--- src/rtl/traffic_fsm.sv ---
//==============================================================================
// traffic_fsm : intersection controller with a one-second prescaler, per-state
//               countdown, programmable intervals and a latched walk request.
// Revision    : 1.0
//==============================================================================
`timescale 1ns/1ps
`default_nettype none

module traffic_fsm #(
   parameter int unsigned TICK_DIV = 100000000,
   parameter int unsigned BASE_DEF = 6,
   parameter int unsigned EXT_DEF  = 3,
   parameter int unsigned YEL_DEF  = 2
) (
   input  logic       clk,
   input  logic       Reset,
   input  logic       Sensor_Sync,
   input  logic       WR_Sync,
   input  logic       Prog_Sync,
   input  logic [1:0] Time_Sel,
   input  logic [3:0] Time_Value,
   output logic [2:0] Main_Lights,
   output logic [2:0] Side_Lights,
   output logic       Walk_Lamp
);

   localparam int unsigned PW = (TICK_DIV > 2) ? $clog2(TICK_DIV) : 1;
   localparam logic [PW-1:0] C_TICK_LAST = PW'(TICK_DIV - 1);
   localparam logic [3:0] C_BASE_DEF = 4'(BASE_DEF);
   localparam logic [3:0] C_EXT_DEF  = 4'(EXT_DEF);
   localparam logic [3:0] C_YEL_DEF  = 4'(YEL_DEF);

   typedef enum logic [2:0] {
      MG_BASE = 3'd0,
      MG_EXT  = 3'd1,
      MY      = 3'd2,
      WALK    = 3'd3,
      SG      = 3'd4,
      SG_EXT  = 3'd5,
      SY      = 3'd6
   } state_t;

   state_t        state;
   state_t        nxt;
   logic [PW-1:0] presc;
   logic [3:0]    cnt;
   logic [3:0]    base_int;
   logic [3:0]    ext_int;
   logic [3:0]    yel_int;
   logic          walk_pend;
   logic          tick;

   // A programmed interval of zero behaves as one second.
   function automatic logic [3:0] eff(input logic [3:0] v);
      return (v == 4'd0) ? 4'd1 : v;
   endfunction

   function automatic logic [3:0] interval_of(input state_t s, input logic [3:0] b,
                                              input logic [3:0] e, input logic [3:0] y);
      case (s)
         MG_BASE, SG:        return eff(b);
         MG_EXT, WALK, SG_EXT: return eff(e);
         default:            return eff(y);
      endcase
   endfunction

   // {Main R,Y,G, Side R,Y,G, Walk}
   function automatic logic [6:0] lamps(input state_t s);
      case (s)
         MG_BASE, MG_EXT: return 7'b001_100_0;
         MY:              return 7'b010_100_0;
         WALK:            return 7'b100_100_1;
         SG, SG_EXT:      return 7'b100_001_0;
         SY:              return 7'b100_010_0;
         default:         return 7'b001_100_0;
      endcase
   endfunction

   assign tick = (presc == C_TICK_LAST);

   // Transition target, only used on the final tick of a state.
   always_comb begin
      nxt = MG_BASE;
      case (state)
         MG_BASE: nxt = Sensor_Sync ? MY : MG_EXT;
         MG_EXT:  nxt = MY;
         MY:      nxt = (walk_pend || WR_Sync) ? WALK : SG;
         WALK:    nxt = SG;
         SG:      nxt = Sensor_Sync ? SG_EXT : SY;
         SG_EXT:  nxt = SY;
         SY:      nxt = MG_BASE;
         default: nxt = MG_BASE;
      endcase
   end

   always_ff @(posedge clk or posedge Reset) begin
      if (Reset) begin
         state       <= MG_BASE;
         {Main_Lights, Side_Lights, Walk_Lamp} <= 7'b001_100_0;
         base_int    <= C_BASE_DEF;
         ext_int     <= C_EXT_DEF;
         yel_int     <= C_YEL_DEF;
         walk_pend   <= 1'b0;
         presc       <= '0;
         cnt         <= eff(C_BASE_DEF);
      end else begin
         if (WR_Sync && (state != WALK))
            walk_pend <= 1'b1;

         if (Prog_Sync) begin
            case (Time_Sel)
               2'b00:   base_int <= Time_Value;
               2'b01:   ext_int  <= Time_Value;
               2'b10:   yel_int  <= Time_Value;
               default: ;
            endcase
            state <= MG_BASE;
            {Main_Lights, Side_Lights, Walk_Lamp} <= lamps(MG_BASE);
            presc <= '0;
            cnt   <= (Time_Sel == 2'b00) ? eff(Time_Value) : eff(base_int);
         end else if (tick) begin
            presc <= '0;
            if (cnt <= 4'd1) begin
               state <= nxt;
               {Main_Lights, Side_Lights, Walk_Lamp} <= lamps(nxt);
               cnt <= interval_of(nxt, base_int, ext_int, yel_int);
               // Entering WALK consumes the request, overriding a same-cycle set.
               if (nxt == WALK)
                  walk_pend <= 1'b0;
            end else begin
               cnt <= cnt - 4'd1;
            end
         end else begin
            presc <= presc + PW'(1);
         end
      end
   end

endmodule

`default_nettype wire

--- config.mk ---
export PLATFORM = sky130hd
export DESIGN_NAME = traffic_fsm
export DESIGN_NICKNAME = d
export VERILOG_FILES = /design/src/rtl/traffic_fsm.sv
export SDC_FILE = /design/constraint.sdc
export NUM_CORES = 1
export LEC_CHECK = 0
export BUFFER_PORTS_ARGS = -buffer_cell sky130_fd_sc_hd__buf_2
export CORE_ASPECT_RATIO = 1.1
export CORE_MARGIN = 8
export CORE_UTILIZATION = 35
export CTS_CLUSTER_DIAMETER = 50
export DETAILED_ROUTE_END_ITERATION = 10
export PLACE_DENSITY = 0.53
export SLEW_MARGIN = 20
export SYNTH_ARGS = -nofsm -noshare
export SYNTH_HDL_FRONTEND = slang
export SYNTH_SLANG_ARGS = --single-unit
--- constraint.sdc ---
create_clock -name clk -period 1.85 [get_ports clk]
set_input_delay 0.37 -clock clk [delete_from_list [all_inputs] [get_ports clk]]
set_output_delay 0.37 -clock clk [all_outputs]
set_load 0.02 [all_outputs]
==> results of run 1 <==
## state kept, by name (all words and copies together) (netlist names)
signal,cells
Main_Lights,3
Side_Lights,3
Walk_Lamp,1
base_int,4
cnt,4
ext_int,4
presc,27
state,3
walk_pend,1
yel_int,4
## Yosys cell counts, drive strengths merged (3+ instances only)
master | count | area [um2]
nor2 | 50 | 188
dfrtp | 45 | 1130
nor3 | 20 | 111
xnor2 | 17 | 149
nand2 | 15 | 56.3
mux2 | 14 | 158
nand3 | 12 | 60.1
buf | 10 | 80.1
o21ai | 10 | 50.1
dfstp | 9 | 236
inv | 8 | 30.0
nand4 | 8 | 65.1
nand2b | 7 | 43.8
nor4 | 7 | 43.8
xor2 | 7 | 61.3
a21oi | 5 | 25.0
a31oi | 5 | 31.3
and4 | 5 | 43.8
mux2i | 5 | 50.1
clkbuf | 4 | 15.0
a211o | 3 | 26.3
ha | 3 | 37.5
nand3b | 3 | 22.5
o31ai | 3 | 22.5
## stage by stage
stage	setup WS, ns	setup TNS [ns]
5_1_grt	-0.0126	-0.0182
6_report	0.0530	0
4_1_cts	0.0819	0
3_5_place_dp	-0.00413	-0.00413
2_1_floorplan	0.0273	0
3_3_place_gp	0.0321	0
## final timing paths
check / from / endpoint / slack (ns)
worst min-delay path: Reset / cnt[3] / 0.01
worst min register to register: Walk_Lamp / Walk_Lamp / 0.52
worst max-delay path: state[1] / cnt[0] / 0.05
worst max register to register: state[1] / cnt[0] / 0.05
min in group clk: Time_Value[0] / ext_int[0] / 0.36
max in group asynchronous: Reset / ext_int[0] / 1.25
## worst register-to-register path, stage by stage, from the launching register on
cell and delay [ns]:
dfrtp_1 0.47, nand2b_1 0.16, or3_1 0.39, a311o_1 0.38, a211oi_1 0.20, o21ai_1 0.09
## repair_timing
item,in CTS,in global routing
endpoints found under the setup margin,4,30
hold buffers,0,0
endpoints found under the hold margin,0,0
buffers inserted,0,1
pin swaps,0,2
resized for setup,3,9
## report_power, final
part | internal [uW] | switching, uW
combinational | 159 | 171
sequential | 1270 | 68.3
clock | 411 | 421
total | 1840 | 660
## cell families after synthesis
family,after synthesis,share of synthesized area
flops,54,0.460
fa+ha+maj,3,0.0127
compound gates,45,0.111
buf+inv,22,0.0422
mux,19,0.0701
simple gates,135,0.233
xor+xnor,24,0.0709
## final cells by class
| class | count | area (um2) | area share |
|---|---|---|---|
| multi-input combinational | 226 | 1540 | 0.441 |
| sequential | 54 | 1360 | 0.390 |
| timing repair buffer | 41 | 303 | 0.0867 |
| tap | 111 | 139 | 0.0398 |
| clock buffer | 5 | 68.8 | 0.0197 |
| clock inverter | 3 | 47.5 | 0.0136 |
| inverter | 8 | 30.0 | 0.00860 |
## layout by cell type, fill, tap and decap left out, drive strengths merged, types with 2 or more instances in the layout
cell type	Yosys	routed
a211o	3	3
a211oi	2	2
a21oi	5	5
a22oi	2	2
a31oi	5	5
a32o	2	2
and4	5	5
buf	10	41
clkbuf	4	5
dfrtp	45	45
dfstp	9	9
ha	3	3
inv	8	9
mux2	14	14
mux2i	5	5
nand2	15	15
nand2b	7	7
nand3	12	12
nand3b	3	3
nand4	8	8
nor2	50	50
nor2b	2	2
nor3	20	20
nor4	7	7
o21a	2	2
o21ai	10	10
o21ba	2	2
o21bai	2	2
o31ai	3	3
or3	2	2
xnor2	17	17
xor2	7	7
## per-layer routing
layer	global-route usage	routed length [um]	share of wire
met5	0	0	0
met4	0.0531	154	0.023
met3	0.0183	203	0.031
met2	0.197	3240	0.49
met1	0.138	2960	0.45
==> impl_metrics.env, run 1 <==
export IMPL_drive_gt1_frac=0.273
export IMPL_final_antenna_net_count=0
export IMPL_power_per_cell_area_nw_per_um2=717
export IMPL_cts_root_buf="clkbuf_8"
export IMPL_grt_use_total=0.115
export IMPL_grt_pass1_vias=2350
export IMPL_status="completed"
export IMPL_power_uw=2500
export IMPL_clk_pin_slew_ns=0.11
export IMPL_clk_latency_ns=0.31
export IMPL_overflow=0
export IMPL_required_ns=2.05
export IMPL_arrival_ns=2.00
export IMPL_die_h_um=113
export IMPL_max_clock_path_buffers=2
export IMPL_cp_end_kind="flip-flop"
export IMPL_wire_per_inst_um=14.6
export IMPL_antenna_cells=0
export IMPL_portBuffers=17
export IMPL_syn_mean_instance_area_um2=9.81
export IMPL_dp_hpwl_um=4780
export IMPL_start_util=0.356
export IMPL_ys_seq_elements=54
export IMPL_whs_ns=0.0146
export IMPL_synth_edf_count=0
export IMPL_syn_nets=316
export IMPL_relSlewSlack=0.741
export IMPL_drt_initial_drc_count=68
export IMPL_max_freq_mhz=556
export IMPL_period_share=0.971
export IMPL_die_w_um=104
export IMPL_dp_cells=439
export IMPL_placed_area_um2=3310
export IMPL_yosysWarningCount=0
export IMPL_netlist_instances=302
export IMPL_drt_pass1_iter_count=4
export IMPL_critical_path_depth=5
export IMPL_crit_buf_inv=0
export IMPL_max_stage_delay_ns=0.47
export IMPL_drc=0
export IMPL_peakVddDrop_mv=0.328
export IMPL_synth_cell_types=48
export IMPL_fin_area_um2=3490
export IMPL_min_path_type="in2async"
export IMPL_vias_per_cell=5.17
export IMPL_cap_violations=0
export IMPL_vias=2315
export IMPL_ios=18
export IMPL_finalClockSkew_ns=0.0108
export IMPL_fin_cells=448
export IMPL_num_nets_final=350
export IMPL_cts_tree="done"
export IMPL_cp_max_fo=8
export IMPL_final_util=0.420
export IMPL_antenna_found_initial=0
export IMPL_tightest_slew_ns=0.387
export IMPL_criticalPathCategory="reg2reg"
export IMPL_hold_viol=0
export IMPL_gp_congestion=0.835
export IMPL_dieArea_um2=11700
export IMPL_final_setup_viol_count=0
export IMPL_drv_slew=0
export IMPL_crit_path_cell_trace="nand2b_1 > or3_1 > a311o_1 > a211oi_1 > o21ai_1"
export IMPL_rr_worst_depth=5
export IMPL_grt_max_degree=40
export IMPL_rsz0062_at_grt="yes"
export IMPL_cts_made_buffers=5
export IMPL_critPathLaunchType="flip-flop"
export IMPL_ys_flop_type="dfrtp_1"
export IMPL_critical_path_top_delay_family="compound AO/OA/AOI/OAI gates"
export IMPL_synth_yosys_seq_area_share=0.460
export IMPL_min_period_ns=1.80
export IMPL_slowest_stage="dfrtp_1"
export IMPL_core_area_um2=8320
export IMPL_filler_cell_count=826
export IMPL_netlist_area_um2=2960
export IMPL_grt_pass1_wl_um=11300
export IMPL_async_flop_share=1.00
export IMPL_p_leak_uw=0.00141
export IMPL_htree_num_levels=2
export IMPL_std_cell_rows=35
export IMPL_synthToLayoutAreaGrowth_pct=17.8
export IMPL_cts_sinks=54
export IMPL_routed_wl_um=6560
Note: power is estimated with default switching activity, not from simulation.
==> run 2, diff against run 1 <==
==> constraint.sdc (replaced) <==
create_clock -name clk -period 1.85 [get_ports clk]
set_input_delay 0.2775 -clock clk [delete_from_list [all_inputs] [get_ports clk]]
set_output_delay 0.2775 -clock clk [all_outputs]
set_load 0.02 [all_outputs]
==> impl_metrics.env, run 2 (synthesis results as in run 1) <==
export IMPL_relSlewSlack=0.649
export IMPL_routed_wl_um=6550
export IMPL_required_ns=2.06
export IMPL_whs_ns=0.254
export IMPL_power_uw=2370
export IMPL_antenna_cells=0
export IMPL_htree_num_levels=2
export IMPL_cap_violations=0
export IMPL_seq_area_um2=1370
export IMPL_cp_startpoint="state[2]"
export IMPL_clk_latency_ns=0.32
export IMPL_top_register="presc"
export IMPL_wire_per_inst_um=14.7
export IMPL_portBuffers=17
export IMPL_p_leak_uw=0.00139
export IMPL_cp_end_kind="flip-flop"
export IMPL_crit_path_cell_trace="nand2b_1 > or3_1 > a311o_1 > a211oi_1 > o21ai_1"
export IMPL_drt_initial_drc_count=71
export IMPL_setup_tns_ns=0
export IMPL_grt_max_degree=38
export IMPL_hold_viol=0
export IMPL_cts_made_buffers=5
export IMPL_max_clock_path_buffers=2
export IMPL_multi_input_area_um2=1540
export IMPL_max_stage_delay_ns=0.40
export IMPL_cts_sinks=54
export IMPL_overflow=0
export IMPL_dieArea_um2=11700
export IMPL_min_period_ns=1.76
export IMPL_max_freq_mhz=567
export IMPL_die_w_um=104
export IMPL_criticalPathCategory="reg2reg"
export IMPL_r2r_start="state[2]"
export IMPL_dp_hpwl_um=4750
export IMPL_grt_use_total=0.117
export IMPL_tightest_slew_ns=0.526
export IMPL_drc=0
export IMPL_start_util=0.356
export IMPL_period_share=0.953
export IMPL_std_cell_rows=35
export IMPL_drive_gt1_frac=0.260
export IMPL_gp_congestion=0.790
export IMPL_layout_commonest_cell="nor2_1"
export IMPL_final_cell_mix="nor2_1, dfrtp_1, nor3_1, buf_4"
export IMPL_final_setup_viol_count=0
export IMPL_peakVddDrop_mv=0.304
export IMPL_rsz0062_at_grt="yes"
export IMPL_cts_tree="done"
export IMPL_synthToLayoutAreaGrowth_pct=16.6
export IMPL_grt_pass1_vias=2309
export IMPL_finalClockSkew_ns=0.0126
export IMPL_grt_pass1_wl_um=11400
export IMPL_critical_path_top_delay_family="compound AO/OA/AOI/OAI gates"
export IMPL_drv_slew=0
export IMPL_min_path_type="in2reg"
export IMPL_die_h_um=113
export IMPL_timing_final_ws_setup_ns=0.0863
export IMPL_vias_per_cell=5.13
export IMPL_clk_pin_slew_ns=0.11
export IMPL_antenna_found_initial=0
export IMPL_critPathLaunchType="flip-flop"
export IMPL_arrival_ns=1.98
export IMPL_filler_cell_count=857
export IMPL_status="completed"
export IMPL_core_area_um2=8320
export IMPL_place_ws_ns=-0.0311
export IMPL_cp_max_fo=3
export IMPL_crit_buf_inv=0
export IMPL_power_per_cell_area_nw_per_um2=686
export IMPL_min_from="WR_Sync"
export IMPL_vias=2288
export IMPL_final_antenna_net_count=0
export IMPL_cts_root_buf="clkbuf_8"
export IMPL_largest_reg_flops=27
export IMPL_slowest_stage="dfrtp_1"
export IMPL_drt_pass1_iter_count=4
export IMPL_ios=18
export IMPL_num_nets_final=348
## run 2: cell count changes in the layout (fill, tap and decap cells not counted), moves of 2 or more
cell / delta
buf_4: -3
nor4_2: -3
nor3_2: -2
nor3_1: +2
dfrtp_1: -2
nor4_1: +2
dfrtp_2: +2
## run 2: path summary, 6_finish.rpt
check                                  to  cells past startpoint  slack [ns]
min reg2reg                Main_Lights[2]                      2        0.52
min in group asynchronous  Main_Lights[1]                      3        0.48
min                             walk_pend                      3        0.25
max reg2reg                        cnt[0]                      5        0.09
max in group asynchronous      yel_int[1]                      4        0.75
max                                cnt[0]                      5        0.09
## run 2: power breakdown
group | internal [uW] | switching [uW] | leakage (uW) | total (uW)
Sequential | 1270 | 66.2 | 0.000693 | 1340
Combinational | 158 | 173 | 0.000651 | 331
Clock | 275 | 427 | 0.0000447 | 701
Total | 1700 | 666 | 0.00139 | 2370
## run 2: repair_timing
| item | CTS | global route |
|---|---|---|
| gates resized for setup | 1 | 12 |
| setup endpoints to repair | 27 | 35 |
| hold buffers | 1 | 0 |
| setup buffers | 0 | 1 |
| pin swaps | 0 | 3 |
| endpoints found under the hold margin | 13 | 0 |
## run 2: tightest hold or removal path: cells and delay by family
| kind | cells | cell delay, ns |
|---|---|---|
| buffers and inverters | 1 | 0.10 |
| AO/OA/AOI/OAI | 2 | 0.16 |
## run 2: per-stage QoR
stage	area [um2]	cells	utilization
6_report	3450	446	0.415
5_1_grt	3450	446	0.415
4_1_cts	3390	445	0.407
3_5_place_dp	3280	436	0.395
3_3_place_gp	3280	436	0.395
2_1_floorplan	2970	302	-
## run 2: final cells by class
type,count,share of cell area
Clock buffer,5,0.0199
Timing Repair Buffer,39,0.0840
Inverter,8,0.00869
Clock inverter,3,0.00724
Multi-Input combinational cell,226,0.445
Sequential cell,54,0.395
Tap cell,111,0.0402
## run 2: metal layers
| metal | global-route usage | routed length, um | vias to the layer above |
|---|---|---|---|
| met4 | 0.0425 | 118 | 0 |
| met1 | 0.141 | 3000 | 1111 |
| li1 | - | - | 1140 |
| met5 | 0 | 0 | - |
| met2 | 0.200 | 3270 | 27 |
| met3 | 0.0235 | 165 | 10 |
